$ cat src/rtl/dmem_ctrl_if.sv
// Bus bundle between the two requesters (core LSU, debug/DMA), dmem_ctrl and the data RAM.
// The master modport is the requester/RAM side and the slave modport is the controller side.
interface dmem_ctrl_if #(parameter int MEM_AW = 10);
   logic              req_c;
   logic              we_c;
   logic [2:0]        funct3_c;
   logic [31:0]       addr_c;
   logic [31:0]       wdata_c;
   logic              req_d;
   logic              we_d;
   logic [2:0]        funct3_d;
   logic [31:0]       addr_d;
   logic [31:0]       wdata_d;
   logic              done_c;
   logic              done_d;
   logic [31:0]       rdata;
   logic              err;
   logic              busy;
   logic [MEM_AW-1:0] mem_addr;
   logic              mem_re;
   logic              mem_we;
   logic [31:0]       mem_wdata;
   logic [31:0]       mem_rdata;

   modport master (
      output req_c, we_c, funct3_c, addr_c, wdata_c,
      output req_d, we_d, funct3_d, addr_d, wdata_d,
      output mem_rdata,
      input  done_c, done_d, rdata, err, busy,
      input  mem_addr, mem_re, mem_we, mem_wdata
   );

   modport slave (
      input  req_c, we_c, funct3_c, addr_c, wdata_c,
      input  req_d, we_d, funct3_d, addr_d, wdata_d,
      input  mem_rdata,
      output done_c, done_d, rdata, err, busy,
      output mem_addr, mem_re, mem_we, mem_wdata
   );
endinterface

$ cat src/rtl/dmem_ctrl.sv
// Data memory sequencer: arbitrates core/debug ports and runs RV32 loads/stores with SB/SH read-modify-write.
// Optional macro MISALIGN_TRAP_EN: trap misaligned half/word accesses with err instead of ignoring the low bits.
module dmem_ctrl #(
   parameter int MEM_AW     = 10,
   parameter bit PRIO_FIXED = 1'b0
) (
   input  logic       clk,
   input  logic       rst,
   dmem_ctrl_if.slave bus
);

   typedef enum logic [2:0] {S_IDLE, S_ACCESS, S_WAIT, S_WRITE, S_DONE} state_t;

   state_t            state, state_n;
   logic              last_d;
   logic              win_d;
   logic              op_we;
   logic [2:0]        op_f3;
   logic [MEM_AW+1:0] op_addr;
   logic [31:0]       op_wdata;
   logic              err_q;
   logic [31:0]       rdata_q;
   logic [31:0]       merged_q;

   logic              any_req;
   logic              pick_d;
   logic              sel_we;
   logic [2:0]        sel_f3;
   logic [31:0]       sel_addr;
   logic [31:0]       sel_wdata;
   logic              sel_illegal;
   logic              sel_misalign;
   logic              unused_addr_hi;

   logic [7:0]        lane_b;
   logic [15:0]       lane_h;
   logic [31:0]       load_ext;
   logic [31:0]       merged_w;

   // Winner selection for the IDLE cycle; last_d remembers who was served last for round-robin ties.
   always_comb begin
      any_req   = bus.req_c || bus.req_d;
      pick_d    = bus.req_d && (!bus.req_c || (!PRIO_FIXED && !last_d));
      sel_we    = pick_d ? bus.we_d     : bus.we_c;
      sel_f3    = pick_d ? bus.funct3_d : bus.funct3_c;
      sel_addr  = pick_d ? bus.addr_d   : bus.addr_c;
      sel_wdata = pick_d ? bus.wdata_d  : bus.wdata_c;
      if (sel_we)
         sel_illegal = sel_f3[2] || (sel_f3[1:0] == 2'b11);
      else
         sel_illegal = (sel_f3 == 3'b011) || (sel_f3[2:1] == 2'b11);
`ifdef MISALIGN_TRAP_EN
      sel_misalign = 1'b0;
      if (!sel_illegal) begin
         if (sel_f3[1:0] == 2'b01)
            sel_misalign = sel_addr[0];
         else if (sel_f3[1:0] == 2'b10)
            sel_misalign = |sel_addr[1:0];
      end
`else
      sel_misalign = 1'b0;
`endif
   end

   // Address bits above the RAM size wrap around and are deliberately dropped.
   assign unused_addr_hi = ^sel_addr[31:MEM_AW+2];

   // Lane extraction for loads and lane merge for SB/SH, both from the word read in WAIT.
   always_comb begin
      lane_b = bus.mem_rdata[{op_addr[1:0], 3'b000} +: 8];
      lane_h = op_addr[1] ? bus.mem_rdata[31:16] : bus.mem_rdata[15:0];
      case (op_f3)
         3'b000:  load_ext = {{24{lane_b[7]}}, lane_b};
         3'b001:  load_ext = {{16{lane_h[15]}}, lane_h};
         3'b100:  load_ext = {24'h0, lane_b};
         3'b101:  load_ext = {16'h0, lane_h};
         default: load_ext = bus.mem_rdata;
      endcase
      merged_w = bus.mem_rdata;
      if (op_f3[0])
         merged_w[{op_addr[1], 4'b0000} +: 16] = op_wdata[15:0];
      else
         merged_w[{op_addr[1:0], 3'b000} +: 8] = op_wdata[7:0];
   end

   // State register plus the transaction fields captured at grant time.
   always_ff @(posedge clk) begin
      if (rst) begin
         state    <= S_IDLE;
         last_d   <= 1'b1;
         win_d    <= 1'b0;
         op_we    <= 1'b0;
         op_f3    <= 3'b000;
         op_addr  <= '0;
         op_wdata <= 32'h0;
         err_q    <= 1'b0;
         rdata_q  <= 32'h0;
         merged_q <= 32'h0;
      end else begin
         state <= state_n;
         case (state)
            S_IDLE: begin
               if (any_req) begin
                  win_d    <= pick_d;
                  last_d   <= pick_d;
                  op_we    <= sel_we;
                  op_f3    <= sel_f3;
                  op_addr  <= sel_addr[MEM_AW+1:0];
                  op_wdata <= sel_wdata;
                  err_q    <= sel_illegal || sel_misalign;
                  rdata_q  <= 32'h0;
               end
            end
            S_WAIT: begin
               if (op_we)
                  merged_q <= merged_w;
               else
                  rdata_q <= load_ext;
            end
            default: ;
         endcase
      end
   end

   // Next state and RAM strobes; SW writes straight from ACCESS, SB/SH go through WAIT and WRITE.
   always_comb begin
      state_n       = state;
      bus.mem_re    = 1'b0;
      bus.mem_we    = 1'b0;
      bus.mem_wdata = 32'h0;
      case (state)
         S_IDLE: begin
            if (any_req)
               state_n = sel_misalign ? S_DONE : S_ACCESS;
         end
         S_ACCESS: begin
            if (err_q) begin
               state_n = S_DONE;
            end else if (op_we && (op_f3 == 3'b010)) begin
               bus.mem_we    = 1'b1;
               bus.mem_wdata = op_wdata;
               state_n       = S_DONE;
            end else begin
               bus.mem_re = 1'b1;
               state_n    = S_WAIT;
            end
         end
         S_WAIT:  state_n = op_we ? S_WRITE : S_DONE;
         S_WRITE: begin
            bus.mem_we    = 1'b1;
            bus.mem_wdata = merged_q;
            state_n       = S_DONE;
         end
         S_DONE:  state_n = S_IDLE;
         default: state_n = S_IDLE;
      endcase
   end

   assign bus.mem_addr = op_addr[MEM_AW+1:2];
   assign bus.busy     = (state != S_IDLE);
   assign bus.done_c   = (state == S_DONE) && !win_d;
   assign bus.done_d   = (state == S_DONE) && win_d;
   assign bus.rdata    = (state == S_DONE) ? rdata_q : 32'h0;
   assign bus.err      = (state == S_DONE) && err_q;

endmodule

$ cat src/flat_wrapper.sv
// flat-port wrapper written by rule: the top's interface ports become plain ports
module dmem_ctrl_flat 
#(
   parameter int MEM_AW     = 10,
   parameter bit PRIO_FIXED = 1'b0
)
  (clk, rst, bus_req_c, bus_we_c, bus_funct3_c, bus_addr_c, bus_wdata_c, bus_req_d, bus_we_d, bus_funct3_d, bus_addr_d, bus_wdata_d, bus_mem_rdata, bus_done_c, bus_done_d, bus_rdata, bus_err, bus_busy, bus_mem_addr, bus_mem_re, bus_mem_we, bus_mem_wdata);
  dmem_ctrl_if #(.MEM_AW(MEM_AW)) bus_i ();
  input  logic clk;
  input  logic rst;
  input wire logic [$bits(bus_i.req_c)-1:0] bus_req_c;
  input wire logic [$bits(bus_i.we_c)-1:0] bus_we_c;
  input wire logic [$bits(bus_i.funct3_c)-1:0] bus_funct3_c;
  input wire logic [$bits(bus_i.addr_c)-1:0] bus_addr_c;
  input wire logic [$bits(bus_i.wdata_c)-1:0] bus_wdata_c;
  input wire logic [$bits(bus_i.req_d)-1:0] bus_req_d;
  input wire logic [$bits(bus_i.we_d)-1:0] bus_we_d;
  input wire logic [$bits(bus_i.funct3_d)-1:0] bus_funct3_d;
  input wire logic [$bits(bus_i.addr_d)-1:0] bus_addr_d;
  input wire logic [$bits(bus_i.wdata_d)-1:0] bus_wdata_d;
  input wire logic [$bits(bus_i.mem_rdata)-1:0] bus_mem_rdata;
  output wire logic [$bits(bus_i.done_c)-1:0] bus_done_c;
  output wire logic [$bits(bus_i.done_d)-1:0] bus_done_d;
  output wire logic [$bits(bus_i.rdata)-1:0] bus_rdata;
  output wire logic [$bits(bus_i.err)-1:0] bus_err;
  output wire logic [$bits(bus_i.busy)-1:0] bus_busy;
  output wire logic [$bits(bus_i.mem_addr)-1:0] bus_mem_addr;
  output wire logic [$bits(bus_i.mem_re)-1:0] bus_mem_re;
  output wire logic [$bits(bus_i.mem_we)-1:0] bus_mem_we;
  output wire logic [$bits(bus_i.mem_wdata)-1:0] bus_mem_wdata;
  assign bus_i.req_c = bus_req_c;
  assign bus_i.we_c = bus_we_c;
  assign bus_i.funct3_c = bus_funct3_c;
  assign bus_i.addr_c = bus_addr_c;
  assign bus_i.wdata_c = bus_wdata_c;
  assign bus_i.req_d = bus_req_d;
  assign bus_i.we_d = bus_we_d;
  assign bus_i.funct3_d = bus_funct3_d;
  assign bus_i.addr_d = bus_addr_d;
  assign bus_i.wdata_d = bus_wdata_d;
  assign bus_i.mem_rdata = bus_mem_rdata;
  assign bus_done_c = bus_i.done_c;
  assign bus_done_d = bus_i.done_d;
  assign bus_rdata = bus_i.rdata;
  assign bus_err = bus_i.err;
  assign bus_busy = bus_i.busy;
  assign bus_mem_addr = bus_i.mem_addr;
  assign bus_mem_re = bus_i.mem_re;
  assign bus_mem_we = bus_i.mem_we;
  assign bus_mem_wdata = bus_i.mem_wdata;
  dmem_ctrl #(.MEM_AW(MEM_AW), .PRIO_FIXED(PRIO_FIXED)) u_core (.clk(clk), .rst(rst), .bus(bus_i));
endmodule
$ cat config.mk
export PLATFORM = sky130hd
export DESIGN_NAME = dmem_ctrl_flat
export DESIGN_NICKNAME = d
export VERILOG_FILES = /design/src/rtl/dmem_ctrl_if.sv /design/src/rtl/dmem_ctrl.sv /design/src/flat_wrapper.sv
export SDC_FILE = /design/constraint.sdc
export NUM_CORES = 1
export LEC_CHECK = 0
export ABC_AREA = 1
export BUFFER_PORTS_ARGS = -buffer_cell sky130_fd_sc_hd__buf_2
export CAP_MARGIN = 15
export CORE_AREA = 8 8 132 134
export CTS_CLUSTER_DIAMETER = 150
export DETAILED_ROUTE_END_ITERATION = 10
export DIE_AREA = 0 0 140 142
export PLACE_DENSITY = 0.77
export SKIP_CTS_REPAIR_TIMING = 1
export SLEW_MARGIN = 25
export SYNTH_ARGS = -nofsm -noshare
export SYNTH_HDL_FRONTEND = slang
export SYNTH_SLANG_ARGS = --single-unit
$ cat constraint.sdc
create_clock -name clk -period 2 [get_ports clk]
set_input_delay 0.1 -clock clk [delete_from_list [all_inputs] [get_ports clk]]
set_output_delay 0.1 -clock clk [all_outputs]
set_load 0.01 [all_outputs]
==> out/qor.log <==
qor: synth.post_synth_inst_count 1104
qor: timing.max_freq 528.7 MHz
qor: global_route.grt-ovfl-total 0
qor: clock_tree.cts-htree-levels 4
qor: timing.final-max-slew-violation-count 0
qor: synth.ys_dominant_reg_cell dfxtp_1
qor: placed_design.place_hpwl 17.79 mm
qor: detailed_routing.highest-signal-layer met4
qor: placed_design.detailed_place.area 8073 sq um
qor: floorplanning.die_x 140 microns
qor: timing.setup_viol 0
qor: critical_path.critical_path_peak_fanout 33
qor: pwr.max-vdd-ir-drop 0.7462 mV
qor: synth.synth_warnings 0
qor: pwr.p_comb_share 36.8%
qor: timing.finalCriticalPeriod 1.891 ns
qor: synth.yosys.cell_count.top_type nand2_1
qor: detailed_routing.firstDrtPassIters 6
qor: pwr.internal_power 6.272 mW
qor: clock_tree.cts.sink_count 118
qor: floorplanning.ioPinCount 252
qor: detailed_routing.avgRoutedWirePerCell 17.09 microns
qor: synth.netlist-cell-type-count 29
qor: clock_tree.ctsRootBufferMaster clkbuf_16
qor: synth.ys_top_cells_by_count nand2_1 (261), a21oi_1 (198), o21ai_0 (119)
qor: clock_tree.clock_tree.buffer_depth 2
qor: min_path.worst_hold_startpoint bus_wdata_c[29]
qor: synth.synthDominantCellAreaShare 34.01%
qor: timing.max-slew-margin-rel 67.91%
qor: pwr.power_density 1078 nW/um^2
qor: detailed_routing.violation_count_after_the_first_detailed_route_iteration 957
qor: detailed_routing.number_of_vias_in_the_routed_layout 8721
qor: pwr.part_of_the_total_power_dissipated_in_sequential_elements 31.1%
qor: critical_path.reg2reg_setup_slack 0.27 ns
qor: synth.synthTopCellsByArea dfxtp_1 (34%), a21oi_1 (14%), nand2_1 (14%), o21ai_0 (8.6%), inv_1 (4.3%)
qor: clock_tree.cts-buffers-inserted 17
qor: global_route.antenna_found_initial 1
qor: detailed_routing.ant_nets 0
qor: synth.syn_avg_cell_area 6.291 sq um
qor: clock_tree.tritoncts_clock_tree done
qor: placed_design.gpl.final_weighted_congestion 0.9440
qor: floorplanning.row_count 46
qor: critical_path.crit_path_start u_core.state[1]
qor: pwr.power_switching 4.014 mW
qor: timing.finalHoldWorstSlack -0.04255 ns
qor: clock_tree.insertion_delay 0.42 ns
qor: synth.seq_area_frac_synth 34.01%
qor: run_status.violations_in_the_final_reports hold timing
qor: pwr.sw_frac_of_total 39.02%
qor: global_route.grt_max_degree 82
qor: synth.yosys_register_bits 118
qor: critical_path.worst_setup_path_end_kind output port
qor: floorplanning.dieArea 19880 sq um
qor: floorplanning.starting_density 45.03%
qor: critical_path.critPathRequiredTime 1.90 ns
qor: timing.timing.final.crit_share 94.57%
qor: global_route.grt_first_pass_wirelength 38.86 mm
qor: critical_path.timing.critical_path.from_type flop
qor: critical_path.worstReg2RegEnd u_core.rdata_q[20]
qor: detailed_routing.wl_met3 2.509 mm
qor: placed_design.post_placement_worst_setup_slack 0.3110 ns
qor: min_path.hold-path-cell-count 3
qor: critical_path.crit_arrival 1.79 ns
qor: pwr.total_power 10.29 mW
qor: layout.final_nets 1526
qor: detailed_routing.drt-met1-wl 10.71 mm
qor: detailed_routing.routed_wire_length 26.56 mm
qor: critical_path.criticalPathCategory reg2out
qor: synth.synth.largest_area_cell dfxtp_1
qor: placed_design.dpl.cell_count 1440
qor: detailed_routing.met2_length 12.56 mm
qor: min_path.hp-class in2reg
qor: synth.net_count_synth 1281
qor: placed_design.numPortBuffers 211
qor: critical_path.reg2regPathDepth 8
qor: timing.grt_setup_unrepaired no
qor: clock_tree.cts.reportedPaths.clkPinSlew 0.05 ns
qor: layout.final_design_area_no_fill 9542 sq um
qor: timing.finClkSkew 0.01158 ns
qor: synth.netlist_area 6945 sq um
qor: floorplanning.core_footprint 15420 sq um
qor: layout.areaGrowthSynthToFinish 37.38%
qor: timing.tns 0 ns
qor: global_route.grt_pass1_vias 7611
qor: timing.fin_worst_setup_slack 0.1085 ns
qor: detailed_routing.route.detailed.drc 0
qor: critical_path.regToRegStartpoint u_core.op_addr[1]
qor: timing.tightest_slew 0.4796 ns
qor: layout.fillerInstances 1428
qor: pwr.power_leakage 4.281 nW
qor: synth.number_of_enable_flip_flop_cells_after_synthesis 0
qor: pwr.pwr-share-clk 32.1%
qor: detailed_routing.detail_route.vias_per_cell 5.612
qor: min_path.endpoint_of_the_worst_hold_path u_core.op_wdata[29]
qor: global_route.grt_util_all_layers 24.10%
qor: timing.final-hold-violation-count 6
qor: flow_run.max_cap_viol_count 0
qor: floorplanning.die_height 142 microns
qor: run_status.status complete, but fails checks
qor: layout.finish.utilization 61.86%
qor: layout.layout.cells.non_filler 1554
qor: layout.drive_gt1_share 21.47%
qor: synth.async_flop_share 0%
[worst max-delay path, cell delays in order (launching register included)]
cell,delay [ns]
dfxtp_1,0.44
inv_2,0.10
nor3_4,0.13
buf_6,0.28
nand2_1,0.17
nand2_1,0.10
buf_2,0.14
[routing by layer]
metal  up-vias  global-route usage [%]
met2       464                   38.59
li1       4216                       -
met3        64                   7.481
met5         -                       0
met4         0                   9.600
met1      3977                   29.71
[registers in the layout (all words and copies together) (netlist names)]
signal           cells
u_core.win_d         1
u_core.op_f3         3
u_core.op_wdata     32
u_core.op_we         1
u_core.last_d        1
u_core.op_addr      12
u_core.rdata_q      32
u_core.merged_q     32
u_core.err_q         1
u_core.state         3
[power groups by stage]
stage / Sequential [mW] / Combinational [mW] / Clock (mW)
after floorplan: 3.05 / 2.69 / 0
after CTS: 3.16 / 3.57 / 3.31
after global placement: 3.20 / 3.49 / 0
after global routing: 3.22 / 4.19 / 3.41
final: 3.20 / 3.79 / 3.30
after detailed placement: 3.20 / 3.55 / 0
[worst max-delay path by stage]
stage	endpoint	slack, ns	cells after the start
2_1_floorplan	u_core.merged_q[0]	0.07	11
3_3_place_gp	u_core.rdata_q[28]	0.36	8
3_5_place_dp	u_core.rdata_q[28]	0.31	8
4_1_cts	bus_mem_wdata[0]	-0.07	6
5_1_grt	bus_mem_wdata[22]	0.008	6
6_report	bus_mem_wdata[22]	0.11	6
[cells by family (layout without fill, tap and decap cells)]
group	after synthesis	count (layout)	synth area share, %
buffers and inverters	187	443	11.42
other	0	2	0
AO/OA/AOI/OAI	380	380	28.50
adder cells (fa/ha/maj)	5	5	0.9007
AND/OR/NAND/NOR	414	414	25.17
flip-flops	118	118	34.01
[layout by cell type, fill, tap and decap left out, drive strengths merged, types with 22 or more instances in the layout]
master       synthesis  routed
o22ai               24      24
dlygate4sd3          0      82
nor2                60      60
dfxtp              118     118
clkbuf              61      22
a21oi              198     198
nand3               51      51
inv                 86      86
nand4               34      34
nand2              263     263
o21ai              132     132
buf                 37     242
[cell type report]
cell class / instances / area, sq um / area share (%)
inverters: 89 / 334.1 / 3.501
multi-input cells: 799 / 3810 / 39.93
clock inverters: 8 / 146.4 / 1.534
diodes: 2 / 5.005 / 0.05245
flip-flops and latches: 118 / 2364 / 24.77
repair buffers: 324 / 2158 / 22.62
well taps: 192 / 240.2 / 2.518
clock buffers: 22 / 484.2 / 5.075
No activity file was read; power rests on OpenSTA's default activity.
